### config.mk
export PLATFORM = sky130hd
export DESIGN_NAME = burst_response_collector
export DESIGN_NICKNAME = d
export VERILOG_FILES = /design/src/rtl/apb2axi_pkg.sv /design/src/rtl/rsp_rr_arbiter.sv /design/src/rtl/burst_response_collector.sv
export SDC_FILE = /design/constraint.sdc
export NUM_CORES = 1
export LEC_CHECK = 0
export ABC_AREA = 1
export CAP_MARGIN = 15
export CORE_ASPECT_RATIO = 1.25
export CORE_MARGIN = 2
export CORE_UTILIZATION = 45
export DETAILED_ROUTE_END_ITERATION = 7
export DONT_BUFFER_PORTS = 1
export GPL_TIMING_DRIVEN = 0
export SYNTH_ARGS = -nofsm -noshare
export SYNTH_HDL_FRONTEND = slang
export SYNTH_SLANG_ARGS = --single-unit
### constraint.sdc
create_clock -name aclk -period 2.5 [get_ports aclk]
set_input_delay 0.375 -clock aclk [delete_from_list [all_inputs] [get_ports aclk]]
set_output_delay 0.375 -clock aclk [all_outputs]
set_load 0.01 [all_outputs]
### src/rtl/apb2axi_pkg.sv
// Shared types and constants for the APB2AXI response path.
// Contents: tag/beat/data sizing, completion entry layout (cpl_entry_t,
// MSB->LSB: is_wr, tag, beat, last, resp, data), AXI response codes and
// resp_worst(), which picks the more severe of two response codes.
package apb2axi_pkg;

  localparam int TAG_NUM       = 8;
  localparam int TAG_W         = $clog2(TAG_NUM);
  localparam int MAX_BEATS_NUM = 16;
  localparam int AXI_ID_W      = 4;
  localparam int AXI_DATA_W    = 32;
  localparam int COMPLETION_W  = 1 + TAG_W + $clog2(MAX_BEATS_NUM) + 1 + 2 + AXI_DATA_W;

  localparam logic [1:0] RESP_OKAY   = 2'b00;
  localparam logic [1:0] RESP_EXOKAY = 2'b01;
  localparam logic [1:0] RESP_SLVERR = 2'b10;
  localparam logic [1:0] RESP_DECERR = 2'b11;

  typedef struct packed {
    logic                               is_wr;
    logic [TAG_W-1:0]                   tag;
    logic [$clog2(MAX_BEATS_NUM)-1:0]   beat;
    logic                               last;
    logic [1:0]                         resp;
    logic [AXI_DATA_W-1:0]              data;
  } cpl_entry_t;

  // Response codes are ordered by severity, so the larger code wins.
  function automatic logic [1:0] resp_worst(input logic [1:0] a, input logic [1:0] b);
    return (a > b) ? a : b;
  endfunction

endpackage

### src/rtl/rsp_rr_arbiter.sv
// Two-requester round-robin arbiter with a single priority bit.
// Ports: clk/rst_n (async active-low), req_a/req_b requests, adv = the
// granted request is actually consumed this cycle, gnt_a/gnt_b grants
// (combinational, one-hot or zero). prio=0 prefers a, prio=1 prefers b.
// Priority only flips on a consumed grant while both were requesting, so a
// stalled consumer never disturbs fairness.
module rsp_rr_arbiter (
  input  logic clk,
  input  logic rst_n,
  input  logic req_a,
  input  logic req_b,
  input  logic adv,
  output logic gnt_a,
  output logic gnt_b
);

  logic prio_r;

  always_comb begin
    gnt_a = req_a && (!req_b || !prio_r);
    gnt_b = req_b && !gnt_a;
  end

  always_ff @(posedge clk or negedge rst_n) begin
    if (!rst_n)                       prio_r <= 1'b0;
    else if (adv && req_a && req_b)   prio_r <= gnt_a;
  end

endmodule

### src/rtl/burst_response_collector.sv
// Collects AXI R beats and B responses into completion FIFO entries.
// Ports: aclk/aresetn (async active-low); AXI B (bid, bresp, bvalid, bready);
// AXI R (rid, rdata, rresp, rlast, rvalid, rready); completion push
// (cpl_push_valid, cpl_push_data, cpl_push_ready); err_overrun sticky flag.
// R and B share one registered output stage, arbitrated round-robin. Per tag
// it tracks the beat index and the worst response seen so far in the burst,
// so the last beat carries the burst-aggregate response.
// Optional macro APB2AXI_RSP_PROTO_CHECK_EN: detects bursts longer than
// MAX_BEATS_NUM without rlast, flags err_overrun, forces SLVERR on the
// offending beats and saturates the beat counter. Without it the counter
// wraps and err_overrun is constant 0.
module burst_response_collector
  import apb2axi_pkg::*;
#(
  parameter int TAG_NUM       = apb2axi_pkg::TAG_NUM,
  parameter int TAG_W         = $clog2(TAG_NUM),
  parameter int DATA_W        = apb2axi_pkg::AXI_DATA_W,
  parameter int MAX_BEATS_NUM = apb2axi_pkg::MAX_BEATS_NUM,
  parameter int BEAT_W        = $clog2(MAX_BEATS_NUM),
  parameter int FIFO_W        = 1 + TAG_W + BEAT_W + 1 + 2 + DATA_W
) (
  input  logic                aclk,
  input  logic                aresetn,
  input  logic [AXI_ID_W-1:0] bid,
  input  logic [1:0]          bresp,
  input  logic                bvalid,
  output logic                bready,
  input  logic [AXI_ID_W-1:0] rid,
  input  logic [DATA_W-1:0]   rdata,
  input  logic [1:0]          rresp,
  input  logic                rlast,
  input  logic                rvalid,
  output logic                rready,
  output logic                cpl_push_valid,
  output logic [FIFO_W-1:0]   cpl_push_data,
  input  logic                cpl_push_ready,
  output logic                err_overrun
);

  logic                           slot_free, gnt_r, gnt_b, r_acc, b_acc;
  logic                           out_vld;
  logic [FIFO_W-1:0]              out_data;
  logic [TAG_NUM-1:0][BEAT_W-1:0] beat_cnt;
  logic [TAG_NUM-1:0][1:0]        err_acc;
  logic [TAG_W-1:0]               rtag, btag;
  logic [BEAT_W-1:0]              cur_beat, nxt_beat;
  logic [1:0]                     r_resp_w, r_resp;
  logic [FIFO_W-1:0]              r_entry, b_entry;

  // Tags alias to the low ID bits; the upper bits are intentionally dropped.
  assign rtag = rid[TAG_W-1:0];
  assign btag = bid[TAG_W-1:0];

  generate
    if (AXI_ID_W > TAG_W) begin : g_id_hi
      logic unused_id_hi;
      assign unused_id_hi = ^{rid[AXI_ID_W-1:TAG_W], bid[AXI_ID_W-1:TAG_W]};
    end
  endgenerate

  // The output register can take a new entry if empty or being popped now.
  assign slot_free = !out_vld || cpl_push_ready;

  rsp_rr_arbiter u_arb (
    .clk   (aclk),
    .rst_n (aresetn),
    .req_a (rvalid),
    .req_b (bvalid),
    .adv   (slot_free),
    .gnt_a (gnt_r),
    .gnt_b (gnt_b)
  );

  assign rready = slot_free && gnt_r;
  assign bready = slot_free && gnt_b;
  assign r_acc  = rvalid && rready;
  assign b_acc  = bvalid && bready;

  assign cur_beat = beat_cnt[rtag];
  assign r_resp_w = resp_worst(err_acc[rtag], rresp);

`ifdef APB2AXI_RSP_PROTO_CHECK_EN
  logic ovr, err_ovr_r;

  // A non-last beat arriving when the counter already sits at the final
  // index means the burst is longer than any legal burst.
  assign ovr      = !rlast && (cur_beat == BEAT_W'(MAX_BEATS_NUM - 1));
  assign r_resp   = ovr ? RESP_SLVERR : r_resp_w;
  assign nxt_beat = ovr ? cur_beat : cur_beat + 1'b1;

  always_ff @(posedge aclk or negedge aresetn) begin
    if (!aresetn)         err_ovr_r <= 1'b0;
    else if (r_acc && ovr) err_ovr_r <= 1'b1;
  end

  assign err_overrun = err_ovr_r;
`else
  assign r_resp      = r_resp_w;
  assign nxt_beat    = cur_beat + 1'b1;
  assign err_overrun = 1'b0;
`endif

  assign r_entry = {1'b0, rtag, cur_beat, rlast, r_resp, rdata};
  assign b_entry = {1'b1, btag, {BEAT_W{1'b0}}, 1'b1, bresp, {DATA_W{1'b0}}};

  always_ff @(posedge aclk or negedge aresetn) begin
    if (!aresetn) begin
      for (int i = 0; i < TAG_NUM; i++) begin
        beat_cnt[i] <= '0;
        err_acc[i]  <= '0;
      end
    end else if (r_acc) begin
      if (rlast) begin
        beat_cnt[rtag] <= '0;
        err_acc[rtag]  <= '0;
      end else begin
        beat_cnt[rtag] <= nxt_beat;
        err_acc[rtag]  <= r_resp;
      end
    end
  end

  // Single output stage: reloads in the same cycle it is popped.
  always_ff @(posedge aclk or negedge aresetn) begin
    if (!aresetn) begin
      out_vld  <= 1'b0;
      out_data <= '0;
    end else if (slot_free) begin
      out_vld <= r_acc || b_acc;
      if (b_acc)      out_data <= b_entry;
      else if (r_acc) out_data <= r_entry;
    end
  end

  assign cpl_push_valid = out_vld;
  assign cpl_push_data  = out_data;

endmodule

==> out/qor.yml <==
outcome: "complete, but fails checks"
violations: "hold timing"
final_common_cell: "nand2_1"
cp.depth: 6
cp.required_ns: 2.12
clkLatencyLatePin_ns: 0.34
h-tree-depth: 3
antenna_found_initial: 0
synth_nets: 585
synth_area_sq_mm: 0.00429
drc: 0
drv_slew: 0
drtIter0Drc: 127
dieArea_sq_mm: 0.0103
core_sq_mm: 0.00922
post-route-min-period_ns: 2.23
drt-met1-wl_um: 4540
slowest_stage: "clkbuf_1"
vdd_drop_max_v: 0.000408
final.period_utilization: 0.891
ant_nets: 0
r2r_start: "err_acc[1]$_DFFE_PN0P_"
fin_skew_ns: 0.00591
reg2reg_to: "err_acc[10]$_DFFE_PN0P_"
ys_top_cells_by_area: "dfrtp_1, nand2_1, inv_1"
cts-root-buf: "clkbuf_16"
seqCellArea_sq_mm: 0.00233
place_worst_setup_slack_ns: -0.146
drive_gt1_frac: 0.0747
cp_max_fo: 10
ios: 97
drtPass1Iterations: 5
rsz0062_at_grt: "no"
synth_cell_types: 28
yosysTopAreaCell: "dfrtp_1"
vias: 3444
route.top_layer_used: "met4"
via_per_inst: 5.13
multiInputGateArea_sq_mm: 0.00166
start_kind: "register"
yosysWarningCount: 0
power.leakage_nw: 2.54
hold_ws_ns: -0.279
path_clk_slew_ns: 0.07
die_x_um: 91.3
start_util: 0.465
hp-class: "in -> async"
clock-sinks: 93
fill_cells: 914
crit_path_max_incr_delay_ns: 0.43
seq_area_frac_synth: 0.543
synthCells: 531
final_cell_mix: "nand2_1, dfrtp_1, inv_1"
cts_buffers: 9
grt_start_max_net_pins: 94
final_core_util: 0.517
cp_cell_sequence: "inv_1, nor2_1, inv_1, nand3_1, clkinv_1, clkbuf_1"
grtUsageTotal: 0.210
avgSynthCellArea_sq_um: 8.07
portBuffers: 0
hpwl_um: 7370
rr_worst_depth: 14
area_growth_pct: 11.2
critPathCaptureType: "output port"
met2_length_um: 5100
cp_top_family: "buffers and inverters"
antenna_cells: 0
setup_ws_ns: 0.272
cts_buffer_depth: 2
ys_seq_elements: 93
hold_viol: 93
setup_violations: 0
rows: 39
cts_tree: "done"
synth_top_area_share: 0.543
reg2reg_slack_ns: 0.40
grt_pass1_wl_um: 16900
die_y_um: 113
maxCapViolCount: 0
max_freq_mhz: 449
grt_pass1_vias: 3323
wl_um: 10500
wl_met3_um: 708
grt_overflow_total: 0
cp.arrival_ns: 1.85
nets: 598
p_per_area_mw_per_mm2: 921
critPathBufInv: 4
cp_common_cell: "inv_1"
gp_congestion: 0.864
wl_per_cell_um: 15.6
path_class: "reg -> out"
## worst register-to-register path, delay by kind of cell (launching register included)
| family | cells | cell delay (ns) |
|---|---|---|
| buffers and inverters | 2 | 0.14 |
| AOI/OAI and AO/OA | 3 | 0.47 |
| adders and majority gates | 1 | 0.23 |
| and+or+nand+nor | 8 | 0.85 |
| DFF | 1 | 0.36 |
## cells in the mapped netlist (all sizes together)
cell type    n
a21oi        5
or2          1
clkinv       1
ha           4
o211ai       1
o22ai        1
nand4        8
nor3         3
a221oi       1
nand2      217
nor2        30
conb         1
a22o        17
o21ai       44
buf         11
clkbuf       7
nand3       32
dfrtp       93
inv         54
## worst max-delay path by stage
stage | startpoint | end | slack (ns)
3_3_place_gp | rid[1] | err_acc[10]$_DFFE_PN0P_ | -0.15
4_1_cts | rid[1] | err_acc[10]$_DFFE_PN0P_ | 0.21
3_5_place_dp | rid[1] | err_acc[10]$_DFFE_PN0P_ | -0.15
5_1_grt | rid[1] | err_acc[10]$_DFFE_PN0P_ | 0.04
6_report | cpl_push_valid$_DFFE_PN0N_ | rready | 0.27
2_1_floorplan | rid[1] | err_acc[14]$_DFFE_PN0P_ | 0.26
## what timing repair did
item                                   4_1_cts  5_1_grt
endpoints found under the hold margin       93       93
setup buffers                                0        2
setup endpoints to repair                    0        8
gates resized for setup                      0        2
## state kept, by name, summed over array words and instances (netlist names)
signal          count
err_acc            16
u_arb.prio_r        1
cpl_push_valid      1
cpl_push_data      43
beat_cnt           32
## area by class of cell
cell class | instances | share of cell area
flip-flops and latches | 93 | 0.488
multi-input cells | 365 | 0.348
clock buffers | 9 | 0.0472
inverters | 55 | 0.0441
well taps | 123 | 0.0323
plain buffers | 18 | 0.0199
clock inverters | 7 | 0.0171
repair buffers | 2 | 0.00315
## power breakdown
part	internal (mW)	leakage, nW	switching [mW]
clock	0.789	0.147	0.604
combinational	0.314	1.20	0.504
sequential	1.89	1.19	0.293
total	2.99	2.54	1.40
## metrics by stage
stage / TNS (ns) / hold slack, ns / area (sq um) / total power [mW] / cells
6_report: 0 / -0.279 / 4770 / 4.39 / 672
3_3_place_gp: -1.19 / 0.0811 / 4440 / 2.99 / 654
3_5_place_dp: -1.07 / 0.0812 / 4440 / 3.02 / 654
2_1_floorplan: 0 / 0.0794 / 4290 / 2.80 / 531
4_1_cts: 0 / -0.288 / 4750 / 4.43 / 670
5_1_grt: 0 / -0.296 / 4770 / 4.69 / 672
## layer usage
layer	vias up	GRT usage
met5	-	0
li1	1711	-
met1	1605	0.275
met2	120	0.344
met4	0	0.0677
met3	8	0.0513
## logic make-up after synthesis
logic type | count (synthesis) | synth area share
AND/OR/NAND/NOR | 291 | 0.276
adder cells (fa/ha/maj) | 4 | 0.0117
AO/OA/AOI/OAI | 69 | 0.0981
other | 1 | 0.000875
buffers and inverters | 73 | 0.0703
flip-flops | 93 | 0.543
(Power assumes the default switching activity.)
